<file path="config.mk">
export PLATFORM = sky130hd
export DESIGN_NAME = i2c_slave_core
export DESIGN_NICKNAME = d
export VERILOG_FILES = /design/src/rtl/i2c_slave_pkg.sv /design/src/rtl/i2c_bus_sync.sv /design/src/rtl/i2c_slave_core.sv
export SDC_FILE = /design/constraint.sdc
export NUM_CORES = 1
export LEC_CHECK = 0
export ABC_AREA = 1
export BUFFER_PORTS_ARGS = -buffer_cell sky130_fd_sc_hd__buf_2
export CAP_MARGIN = 20
export CELL_PAD_IN_SITES_DETAIL_PLACEMENT = 1
export CELL_PAD_IN_SITES_GLOBAL_PLACEMENT = 2
export CORE_MARGIN = 5
export CORE_UTILIZATION = 39
export DETAILED_ROUTE_END_ITERATION = 16
export PLACE_DENSITY_LB_ADDON = 0.3
export SETUP_SLACK_MARGIN = 0.15
export SYNTH_ARGS = -nofsm -noshare
export SYNTH_HDL_FRONTEND = slang
export SYNTH_SLANG_ARGS = --single-unit
</file>
<file path="constraint.sdc">
create_clock -name i2c_core_clock_i -period 2.6 [get_ports i2c_core_clock_i]
set_clock_uncertainty 0.1 [all_clocks]
set_input_delay 0.26 -clock i2c_core_clock_i [delete_from_list [all_inputs] [get_ports i2c_core_clock_i]]
set_output_delay 0.26 -clock i2c_core_clock_i [all_outputs]
set_load 0.1 [all_outputs]
</file>
<file path="src/rtl/i2c_slave_pkg.sv">
// Shared types and constants for the I2C slave responder.
// Holds the FSM state encoding, ACK/NACK bus levels and the R/W bit position.
package i2c_slave_pkg;

  typedef enum logic [3:0] {
    IDLE,
    ADDR,
    ADDR_ACK,
    PTR,
    PTR_ACK,
    WR_DATA,
    WR_ACK,
    RD_DATA,
    RD_ACK
  } state_t;

  localparam logic ACK    = 1'b0;
  localparam logic NACK   = 1'b1;
  localparam int   RW_BIT = 0;

endpackage

</file>
<file path="src/rtl/i2c_bus_sync.sv">
// Two-flop synchronizers on SCL/SDA plus a history flop for edge and START/STOP detection.
// Detection outputs are combinational from the flops; no backpressure.
module i2c_bus_sync (
  input  logic clk,
  input  logic rst,
  input  logic scl,
  input  logic sda,
  output logic scl_rise,
  output logic scl_fall,
  output logic start_det,
  output logic stop_det,
  output logic sda_s
);

  logic [1:0] scl_ff;
  logic [1:0] sda_ff;
  logic       scl_d;
  logic       sda_d;
  logic       scl_s;

  // Reset to the idle-bus level so leaving reset never looks like an edge on SDA.
  always_ff @(posedge clk) begin
    if (rst) begin
      scl_ff <= 2'b11;
      sda_ff <= 2'b11;
      scl_d  <= 1'b1;
      sda_d  <= 1'b1;
    end else begin
      scl_ff <= {scl_ff[0], scl};
      sda_ff <= {sda_ff[0], sda};
      scl_d  <= scl_ff[1];
      sda_d  <= sda_ff[1];
    end
  end

  assign scl_s    = scl_ff[1];
  assign sda_s    = sda_ff[1];
  assign scl_rise = scl_s & ~scl_d;
  assign scl_fall = ~scl_s & scl_d;
  // Requiring SCL high on both samples means an SCL edge always wins over an SDA edge.
  assign start_det = scl_s & scl_d & sda_d & ~sda_s;
  assign stop_det  = scl_s & scl_d & ~sda_d & sda_s;

endmodule

</file>
<file path="src/rtl/i2c_slave_core.sv">
// Addressable I2C slave: address match, pointer byte, auto-incrementing register bank.
// Bus is not stretched; local read port has 1-cycle latency; write strobe is a 1-cycle pulse.
module i2c_slave_core
  import i2c_slave_pkg::*;
#(
  parameter logic [6:0] SLAVE_ADDR = 7'h10,
  parameter int         MEM_DEPTH  = 16,
  localparam int        AW         = $clog2(MEM_DEPTH)
) (
  input  logic          i2c_core_clock_i,
  input  logic          i2c_core_reset_i,
  input  logic          scl_i,
  input  logic          sda_i,
  output logic          sda_oe_o,
  input  logic [AW-1:0] reg_raddr_i,
  output logic [7:0]    reg_rdata_o,
  output logic          wr_valid_o,
  output logic [AW-1:0] wr_addr_o,
  output logic [7:0]    wr_data_o,
  output logic          busy_o
);

  logic scl_rise, scl_fall, start_det, stop_det, sda_s;

  i2c_bus_sync u_sync (
    .clk       (i2c_core_clock_i),
    .rst       (i2c_core_reset_i),
    .scl       (scl_i),
    .sda       (sda_i),
    .scl_rise  (scl_rise),
    .scl_fall  (scl_fall),
    .start_det (start_det),
    .stop_det  (stop_det),
    .sda_s     (sda_s)
  );

  state_t        state;
  logic [2:0]    bit_cnt;
  logic [6:0]    rx_sh;
  logic [7:0]    tx_byte;
  logic [AW-1:0] ptr;
  logic          rw;
  logic          slot_seen;
  logic [7:0]    mem [MEM_DEPTH];
  logic [7:0]    byte_in;

  assign byte_in = {rx_sh, sda_s};

  always_ff @(posedge i2c_core_clock_i) begin
    if (i2c_core_reset_i) begin
      state       <= IDLE;
      bit_cnt     <= 3'd0;
      rx_sh       <= 7'd0;
      tx_byte     <= 8'h00;
      ptr         <= '0;
      rw          <= 1'b0;
      slot_seen   <= 1'b0;
      sda_oe_o    <= 1'b0;
      busy_o      <= 1'b0;
      wr_valid_o  <= 1'b0;
      wr_addr_o   <= '0;
      wr_data_o   <= 8'h00;
      reg_rdata_o <= 8'h00;
      for (int i = 0; i < MEM_DEPTH; i++) mem[i] <= 8'h00;
    end else begin
      wr_valid_o  <= 1'b0;
      reg_rdata_o <= mem[reg_raddr_i];
      if (start_det) begin
        state     <= ADDR;
        bit_cnt   <= 3'd0;
        slot_seen <= 1'b0;
        sda_oe_o  <= 1'b0;
        busy_o    <= 1'b0;
      end else if (stop_det) begin
        state    <= IDLE;
        sda_oe_o <= 1'b0;
        busy_o   <= 1'b0;
      end else begin
        case (state)
          ADDR, PTR, WR_DATA: begin
            if (scl_rise) begin
              rx_sh   <= byte_in[6:0];
              bit_cnt <= bit_cnt + 3'd1;
              if (bit_cnt == 3'd7) begin
                if (state == ADDR) begin
                  if (byte_in[7:1] == SLAVE_ADDR) begin
                    state  <= ADDR_ACK;
                    rw     <= byte_in[RW_BIT];
                    busy_o <= 1'b1;
                  end else begin
                    state <= IDLE;
                  end
                end else if (state == PTR) begin
                  ptr   <= byte_in[AW-1:0];
                  state <= PTR_ACK;
                end else begin
                  mem[ptr]   <= byte_in;
                  wr_valid_o <= 1'b1;
                  wr_addr_o  <= ptr;
                  wr_data_o  <= byte_in;
                  ptr        <= ptr + AW'(1);
                  state      <= WR_ACK;
                end
              end
            end
          end
          // First fall opens the ACK slot, the rise marks it seen, the next fall closes it.
          ADDR_ACK, PTR_ACK, WR_ACK: begin
            if (scl_rise) begin
              slot_seen <= 1'b1;
            end else if (scl_fall) begin
              if (!slot_seen) begin
                sda_oe_o <= ~ACK;
              end else begin
                slot_seen <= 1'b0;
                bit_cnt   <= 3'd0;
                sda_oe_o  <= 1'b0;
                if (state == ADDR_ACK && rw) begin
                  tx_byte  <= mem[ptr];
                  ptr      <= ptr + AW'(1);
                  sda_oe_o <= ~mem[ptr][7];
                  state    <= RD_DATA;
                end else if (state == ADDR_ACK) begin
                  state <= PTR;
                end else begin
                  state <= WR_DATA;
                end
              end
            end
          end
          RD_DATA: begin
            if (scl_rise) begin
              bit_cnt <= bit_cnt + 3'd1;
              if (bit_cnt == 3'd7) state <= RD_ACK;
            end else if (scl_fall) begin
              sda_oe_o <= ~tx_byte[3'd7 - bit_cnt];
            end
          end
          RD_ACK: begin
            if (scl_rise) begin
              if (sda_s == NACK) begin
                state  <= IDLE;
                busy_o <= 1'b0;
              end else begin
                slot_seen <= 1'b1;
              end
            end else if (scl_fall) begin
              if (!slot_seen) begin
                sda_oe_o <= 1'b0;
              end else begin
                slot_seen <= 1'b0;
                bit_cnt   <= 3'd0;
                tx_byte   <= mem[ptr];
                ptr       <= ptr + AW'(1);
                sda_oe_o  <= ~mem[ptr][7];
                state     <= RD_DATA;
              end
            end
          end
          default: ;
        endcase
      end
    end
  end

endmodule

</file>
-- Word level (Yosys, flattened, before mapping)
Memory sizes are Yosys's and may differ from the RTL's. A register that Yosys moved wholly into a read port is not among the register bits.
Index checks and enable logic that the tools add are counted.
- output and inout bits: 23
- memories kept: 1
- flip-flop bits (word level): 49
- logic and storage cells: 195
- memory bits (writable): 128
- bits of input ports: 8
- memory bits (read-only): 0
- bits in latches: 0
- $add $sub $neg: 3
- multiply operators: 0
- $lt $le $gt $ge: 1
- reduce and logical (&&, ||, !) cells: 26
- divide/modulo/power cells: 0
- multiplexer cells: 84
- eq/ne operators: 46
- shift operators: 0
- bitwise logic cells: 17
- memories (memory ; words ; width ; rd ports ; clocked after memory_dff ; write ports ; RTL line ; source):
    mem ; 16 ; 8 ; 2 ; 2 ; 16 ; i2c_slave_core.sv:44 ; logic [7:0] mem [MEM_DEPTH];
- operators with widths (cell ; number):
    two-way mux 4 bit ; 26
    two-way mux 8 bit ; 8
    != test 2 bit (second input constant) ; 18
    two-way mux 1 bit ; 34
    != test 4 bit (second input constant) ; 7
    AND reduction 7 bit ; 4
    AND reduction 11 bit ; 2
    two-way mux 3 bit ; 6
    equality test 4 x 3 -> 1 bit (second input constant) ; 4
    one-hot mux 4 bit (4 select lines) ; 1
    one-hot mux 8 bit (2 select lines) ; 1
    AND reduction 13 bit ; 1
    one-hot mux 4 bit (3 select lines) ; 1
    != test 5 bit (second input constant) ; 2
    NOT 1 bit ; 10
    AND reduction 10 bit ; 1
    != test 3 bit (second input constant) ; 3
    OR reduction 3 bit ; 3
    equality test 4 x 2 -> 1 bit (second input constant) ; 2
    != test 2 x 1 -> 1 bit (second input constant) ; 4
    OR reduction 4 bit ; 2
    OR reduction 8 bit ; 1
    AND 1 bit ; 7
    equality test 7 x 5 -> 1 bit (second input constant) ; 1
    23 further kinds ; 28

-- Longest topological paths before layout
Gate-level depths: netlist of the first run.
- word-level depth: 12
- depth in mapped cells: 12
- mapped depth without buffers: 12

-- By module
A second synthesis of the first run with hierarchy kept.
- cells, all modules: 1147
- area, all modules: 9628.0 µm²
- modules (own cells, without submodules) (module ; sequential area each (µm²) ; area each (µm²) ; cells each ; instances):
    i2c_slave_core ; 4944.7 ; 9430.3 ; 1123 ; 1
    i2c_bus_sync ; 120.1 ; 197.7 ; 24 ; 1

-- Least setup slack after synthesis of the first run
OpenSTA, ideal clock, no wires.
- path type: reg2reg
- from: reg u_sync.scl_d
- to: mem mem[6][0] (enable)
- library setup time: 0.329 ns
- buffers on the path: 0
- arrival time: 1.813 ns
- path slack: 0.358 ns
- cell stages (with the launch flop): 9
- required time: 2.171 ns
- period minus slack after synthesis: 2.242 ns
- path through: dfxtp_1 > ha_1 > nand3_1 > nand2_1 > nor3_4 > nand2_4 > nor2_8 > nand2_4 > nand2_1
- RTL lines (element ; RTL line ; source):
    start: declaration ; i2c_bus_sync.sv:17 ; logic scl_d;
    start signal: assignment ; i2c_bus_sync.sv:31 ; scl_d <= scl_ff[1];
    end: declaration ; i2c_slave_core.sv:44 ;

==> results of run 1 <==
[flip-flops by register name (all words and copies together) (netlist names), 4 cells and up, named ones only]
register	cells
tx_byte	8
reg_rdata_o	8
wr_data_o	8
state	4
wr_addr_o	4
rx_sh	7
mem	128
ptr	4
[worst max-delay path, delay by kind of cell, from the launching register on]
kind	cells	cell delay [ns]
simple gates	7	1.34
flops	1	0.34
fa+ha+maj	1	0.22
[cells by family after synthesis]
family          after synthesis  synth area share (%)
simple gates                448                  21.4
buf+inv                     199                  7.72
compound gates              319                  17.7
flops                       189                  52.0
fa+ha+maj                     9                  1.16
[worst min path at each step]
stage,startpoint,end
finish,reg_raddr_i[2],reg_rdata_o[3]
global route,reg_raddr_i[2],reg_rdata_o[3]
floorplan,scl_i,u_sync.scl_ff[0]
CTS,reg_raddr_i[2],reg_rdata_o[3]
global placement,busy_o,busy_o
detailed placement,u_sync.scl_ff[0],u_sync.scl_ff[1]
[repair_timing]
item / in CTS / in global routing
hold endpoints to repair: 2 / 0
resized for setup: 13 / 13
pin swaps: 0 / 4
setup buffers: 0 / 1
hold buffers: 2 / 0
endpoints found under the setup margin: 104 / 129
[power groups by stage]
stage                     clock (mW)  sequential, mW  combinational [mW]
after floorplan                    0            3.59                1.24
after global placement             0            3.57                1.91
after detailed placement           0            3.58                1.92
after CTS                       2.65            3.51                1.94
after global routing            2.79            3.53                2.18
final                           2.61            3.51                1.97
[layout make-up]
class,count,area share (%)
clock buffer,18,3.90
clock inverter,14,1.27
inverter,131,4.47
multi-input combinational,776,36.5
sequential,189,46.1
tap,324,3.68
timing repair buffer,63,4.12
[layer usage]
metal	vias up	routed length (µm)	track usage [%]	share of wire, %
met5	-	0	0	0
met4	0	762	6.18	2.4
met3	39	1600	3.21	4.9
met2	243	15000	37.2	46
met1	4086	15000	32.9	46
li1	3973	-	-	-
[metrics by stage]
stage	total power, mW	util, %	setup WS, ns	cell area (µm²)
final	8.09	45.0	0.280	11000
after CTS	8.09	44.7	0.151	10900
after floorplan	4.84	-	0.358	9750
after global placement	5.48	42.2	0.148	10300
after detailed placement	5.49	42.2	0.0793	10300
after global routing	8.50	45.0	0.151	11000
[cell usage in the layout, fill, tap and decap left out, types with 5 or more instances in the layout]
cell	synthesis	layout
sky130_fd_sc_hd__nor2_1	190	190
sky130_fd_sc_hd__o21ai_0	144	144
sky130_fd_sc_hd__edfxtp_1	128	128
sky130_fd_sc_hd__a21oi_1	120	120
sky130_fd_sc_hd__inv_1	117	117
sky130_fd_sc_hd__nand2_1	114	97
sky130_fd_sc_hd__nand3_1	90	90
sky130_fd_sc_hd__dfxtp_1	61	59
sky130_fd_sc_hd__o211ai_1	49	49
sky130_fd_sc_hd__buf_2	4	30
sky130_fd_sc_hd__buf_4	0	27
sky130_fd_sc_hd__nand2_4	17	25
sky130_fd_sc_hd__clkbuf_16	0	17
sky130_fd_sc_hd__clkinv_1	10	13
sky130_fd_sc_hd__nand2_2	2	11
sky130_fd_sc_hd__ha_1	9	9
sky130_fd_sc_hd__nor2_2	8	8
sky130_fd_sc_hd__or2_2	6	6
sky130_fd_sc_hd__nor3_1	6	5
==> results.sh, run 1 <==
export IMPL_clk_network_pwr_share_pct=32.3
export IMPL_number_of_cell_rows=57
export IMPL_yosys_top_cell_area_share_pct=39.4
export IMPL_critical_path_peak_fanout=9
export IMPL_timing_fmax_ghz=0.431
export IMPL_synth_top_cells_by_area="sky130_fd_sc_hd__edfxtp_1 39%, sky130_fd_sc_hd__dfxtp_1 13%, sky130_fd_sc_hd__o21ai_0 7.4%"
export IMPL_synth_avg_cell_area_um2=8.37
export IMPL_outcome="finished, final reports clean"
export IMPL_slew_violations=0
export IMPL_ioPinCount=31
export IMPL_crit_path_max_incr_delay_ns=0.34
export IMPL_holdCritPathClass="input port to flip-flop"
export IMPL_placed_cells=1480
export IMPL_yosys_cell_types_count=31
export IMPL_grt_pass1_vias=8411
export IMPL_layout_cells_non_filler=1515
export IMPL_ys_ff_latch=189
export IMPL_globalRouteOverflowTotal=0
export IMPL_max_cap_violations=0
export IMPL_cellInternalPower_mw=5.35
export IMPL_critical_path_startpoint_type="flip-flop"
export IMPL_first_pass_iters=6
export IMPL_drt_iter0_drc=808
export IMPL_clock_path_buffers=2
export IMPL_multiInputGateArea_mm2=0.00402
export IMPL_clock_tree_from_tritoncts="built"
export IMPL_worst_r2r_setup_slack_ns=0.28
export IMPL_synth_commonest_cells="190 x sky130_fd_sc_hd__nor2_1, 144 x sky130_fd_sc_hd__o21ai_0, 128 x sky130_fd_sc_hd__edfxtp_1, 120 x sky130_fd_sc_hd__a21oi_1, 117 x sky130_fd_sc_hd__inv_1"
export IMPL_yosys_warnings=0
export IMPL_async_reset_ff_share_pct=0
export IMPL_detail_route_wirelength_mm=32.4
export IMPL_leakage_power_summed_over_all_cells_nw=4.41
export IMPL_cp_required_ns=2.63
export IMPL_layout_filler_cells=2886
export IMPL_cts_reportedPaths_clkPinSlew_ns=0.07
export IMPL_regToRegEndpoint="mem[15][7]"
export IMPL_global_route_usage_total_pct=23.1
export IMPL_dp_hpwl_mm=22.6
export IMPL_remaining_drc_errors=0
export IMPL_irDropWorstVdd_v=0.000578
export IMPL_post_route_min_period_ns=2.32
export IMPL_synth_main_ff_cell="sky130_fd_sc_hd__edfxtp_1"
export IMPL_crit_chain="ha_1 > nand3_1 > nand2_2 > nor3_4 > nand2_4 > nor2_8 > nand2_4 > nand2_2"
export IMPL_power_switching_mw=2.74
export IMPL_clock_sink_count=189
export IMPL_synth_edf_count=128
export IMPL_timing_critical_path_arrival_ns=2.35
export IMPL_die_width_um=168
export IMPL_pwr_share_comb_pct=24.3
export IMPL_grt_setup_unrepaired="no"
export IMPL_tightest_slew_ns=0.697
export IMPL_routedWlPerCell_um=21.4
export IMPL_netlist_top_cell_by_area="sky130_fd_sc_hd__edfxtp_1"
export IMPL_cts_root_buffer_cell="sky130_fd_sc_hd__clkbuf_16"
export IMPL_swShare_pct=33.9
export IMPL_final_setup_viol_count=0
export IMPL_rr_startpoint="u_sync.scl_d"
export IMPL_cellPowerDensity_mw_per_mm2=735
export IMPL_setup_worst_path_start="u_sync.scl_d"
export IMPL_antennaDiodeCount=0
export IMPL_areaGrowthSynthToFinish_pct=12.9
export IMPL_cts_htree_levels=4
export IMPL_die_height_um=168
export IMPL_timing_setup_critical_path_class="flip-flop to flip-flop"
export IMPL_final_period_utilization_pct=89.2
export IMPL_critPathSlowestCell="sky130_fd_sc_hd__dfxtp_1"
export IMPL_core_mm2=0.0245
export IMPL_timing_hold_violations_final=0
export IMPL_worst_hold_slack_ns=0.0845
export IMPL_synth_seq_area_share_pct=52.0
export IMPL_synth_net_count=1181
export IMPL_drive_above_1_share_pct=12.9
export IMPL_final_seq_area_mm2=0.00507
export IMPL_initial_utilization_pct=39.8
export IMPL_endpoint="mem[15][7]"
export IMPL_antenna_violations_before_repair=0
export IMPL_cts_made_buffers=17
export IMPL_global_route_wire_length_before_repair_mm=50.3
export IMPL_synth_most_common_cell="sky130_fd_sc_hd__nor2_1"
export IMPL_worst_slew_margin_rel_pct=53.2
export IMPL_timing_hold_worst_path_depth=3
export IMPL_gpl_final_weighted_congestion=0.851
export IMPL_seq_power_share_pct=43.4
export IMPL_drtAntennaViolNets=0
export IMPL_routed_via_count=8341
export IMPL_routed_via_density=5.51
export IMPL_synth_cell_area_mm2=0.00975
export IMPL_worstSetupEndpointType="flip-flop"
export IMPL_grt_start_max_net_pins=110
export IMPL_setup_tns_final_ns=0
export IMPL_final_nets=1195
export IMPL_synthesized_instance_count=1164
export IMPL_worst_r2r_cell_count=8
export IMPL_clkLatencyLatePin_ns=0.43
export IMPL_die_area_mm2=0.0283
export IMPL_buffer_ports_inserted=30
No activity file was read; power rests on OpenSTA's default activity.
==> run 2, diff against run 1 <==
- BUFFER_PORTS_ARGS: -buffer_cell sky130_fd_sc_hd__buf_2 -> unset
- CORE_ASPECT_RATIO: unset -> 1.4
- CORE_UTILIZATION: 39 -> 40
- DONT_BUFFER_PORTS: unset -> 1
==> results.sh, run 2 (same netlist as run 1, synthesis figures left out) <==
export IMPL_grt_start_max_net_pins=113
export IMPL_number_of_cell_rows=67
export IMPL_layout_filler_cells=2888
export IMPL_worst_r2r_setup_slack_ns=0.29
export IMPL_timing_setup_critical_path_class="flip-flop to flip-flop"
export IMPL_grt_setup_unrepaired="no"
export IMPL_core_mm2=0.0240
export IMPL_worst_path_dominant_cell_family="simple AND/OR/NAND/NOR gates"
export IMPL_final_period_utilization_pct=89.0
export IMPL_critPathSlowestCell="sky130_fd_sc_hd__dfxtp_1"
export IMPL_areaGrowthSynthToFinish_pct=12.1
export IMPL_gpl_final_weighted_congestion=0.856
export IMPL_first_pass_iters=5
export IMPL_irDropWorstVdd_v=0.000507
export IMPL_final_nets=1181
export IMPL_clock_path_buffers=2
export IMPL_layout_cells_non_filler=1487
export IMPL_worst_slew_margin_rel_pct=34.8
export IMPL_max_cap_violations=0
export IMPL_post_route_min_period_ns=2.31
export IMPL_p_total_mw=8.02
export IMPL_timing_critical_path_arrival_ns=2.35
export IMPL_crit_chain="ha_1 > nand3_1 > nand2_2 > nor3_4 > nand2_4 > nor2_8 > nand2_4 > nand2_2"
export IMPL_worstSetupEndpointType="flip-flop"
export IMPL_setup_tns_final_ns=0
export IMPL_holdCritPathClass="input port to flip-flop"
export IMPL_initial_utilization_pct=40.6
export IMPL_ioPinCount=31
export IMPL_global_route_wire_length_before_repair_mm=48.7
export IMPL_mostFrequentLayoutCells="190 x sky130_fd_sc_hd__nor2_1, 144 x sky130_fd_sc_hd__o21ai_0, 128 x sky130_fd_sc_hd__edfxtp_1, 120 x sky130_fd_sc_hd__a21oi_1, 117 x sky130_fd_sc_hd__inv_1"
export IMPL_slew_violations=0
export IMPL_die_width_um=142
export IMPL_cellPowerDensity_mw_per_mm2=734
export IMPL_largest_reg_flops=128
export IMPL_final_setup_viol_count=0
export IMPL_antenna_violations_before_repair=0
export IMPL_routedWlPerCell_um=21.5
export IMPL_cts_htree_levels=4
export IMPL_max_flop_register="mem"
export IMPL_crit_path_max_incr_delay_ns=0.33
export IMPL_dp_hpwl_mm=22.6
export IMPL_clock_sink_count=189
export IMPL_remaining_drc_errors=0
export IMPL_layout_cell_area_non_filler_mm2=0.0109
export IMPL_drive_above_1_share_pct=11.2
export IMPL_grt_pass1_vias=8313
export IMPL_drt_iter0_drc=570
export IMPL_cts_reportedPaths_clkPinSlew_ns=0.07
export IMPL_leakage_power_summed_over_all_cells_nw=4.34
export IMPL_critical_path_peak_fanout=9
export IMPL_detail_route_wirelength_mm=32.0
export IMPL_buffer_ports_inserted=0
export IMPL_post_dp_cell_area_mm2=0.0102
export IMPL_antennaDiodeCount=0
export IMPL_cp_required_ns=2.63
export IMPL_die_height_um=195
export IMPL_mostFrequentLayoutCell="sky130_fd_sc_hd__nor2_1"
export IMPL_timing_hold_violations_final=0
export IMPL_timing_fmax_ghz=0.432
export IMPL_critical_path_startpoint_type="flip-flop"
export IMPL_placed_cells=1443
export IMPL_worstPathBufferInverterCount=0
export IMPL_finalCoreUtilization_pct=45.6
export IMPL_post_place_ws_ns=0.130
export IMPL_drtAntennaViolNets=0
export IMPL_clkLatencyLatePin_ns=0.45
export IMPL_outcome="finished, final reports clean"
export IMPL_routed_via_density=5.50
export IMPL_timing_final_ws_setup_ns=0.286
export IMPL_cts_made_buffers=17
export IMPL_die_area_mm2=0.0276
export IMPL_worst_hold_slack_ns=0.0509
export IMPL_globalRouteOverflowTotal=0
export IMPL_tightest_slew_ns=0.971
export IMPL_routed_via_count=8184
export IMPL_clock_tree_from_tritoncts="built"
export IMPL_global_route_usage_total_pct=23.4
export IMPL_cts_root_buffer_cell="sky130_fd_sc_hd__clkbuf_16"
run 2: cell types whose count changed in the layout (fill, tap and decap cells not counted), moves of 2 or more:
cell                            delta
sky130_fd_sc_hd__buf_4            +10
sky130_fd_sc_hd__buf_12            -2
sky130_fd_sc_hd__nand2_1           +3
sky130_fd_sc_hd__dlygate4sd3_1     +7
sky130_fd_sc_hd__nand2_2           +5
sky130_fd_sc_hd__inv_6             +2
sky130_fd_sc_hd__buf_2            -30
sky130_fd_sc_hd__nand2_4           -8
run 2: metal layers:
metal	track usage, %	routed length, µm	share of wire [%]
met1	27.1	12800	40
met2	41.5	16400	51
met3	3.34	1190	3.7
met4	12.1	1600	5.0
met5	0	0	0
run 2: worst min-delay path: stages:
cell and delay [ns]:
sky130_fd_sc_hd__nand3_1 0.10, sky130_fd_sc_hd__nand3_1 0.10, sky130_fd_sc_hd__a21oi_1 0.07
run 2: repair_timing:
item                                   CTS  global route
buffers inserted                         0             2
setup endpoints to repair               32           129
hold buffers                            10             0
gates resized for setup                  4            13
endpoints found under the hold margin   22             0
pin swaps                                0             2
run 2: final cells by class:
| cell class | count | area, µm² | area share [%] |
|---|---|---|---|
| sequential | 189 | 5070 | 46.4 |
| multi-input combinational | 776 | 3970 | 36.4 |
| inverter | 131 | 492 | 4.50 |
| clock buffer | 17 | 425 | 3.89 |
| timing repair buffer | 49 | 420 | 3.85 |
| tap | 310 | 388 | 3.55 |
| clock inverter | 15 | 156 | 1.43 |
run 2: worst paths after layout:
check | startpoint | end | cells after the start
setup / recovery | u_sync.scl_d | mem[5][6] | 8
hold / removal | reg_raddr_i[2] | reg_rdata_o[5] | 3
setup reg to reg | u_sync.scl_d | mem[5][6] | 8
hold reg to reg | u_sync.sda_ff[0] | u_sync.sda_ff[1] | 1
run 2: where the power goes:
part / leakage, nW / internal (mW) / switching (mW)
clock network: 0.282 / 1.43 / 1.19
registers: 1.82 / 3.37 / 0.217
logic: 2.24 / 0.536 / 1.28
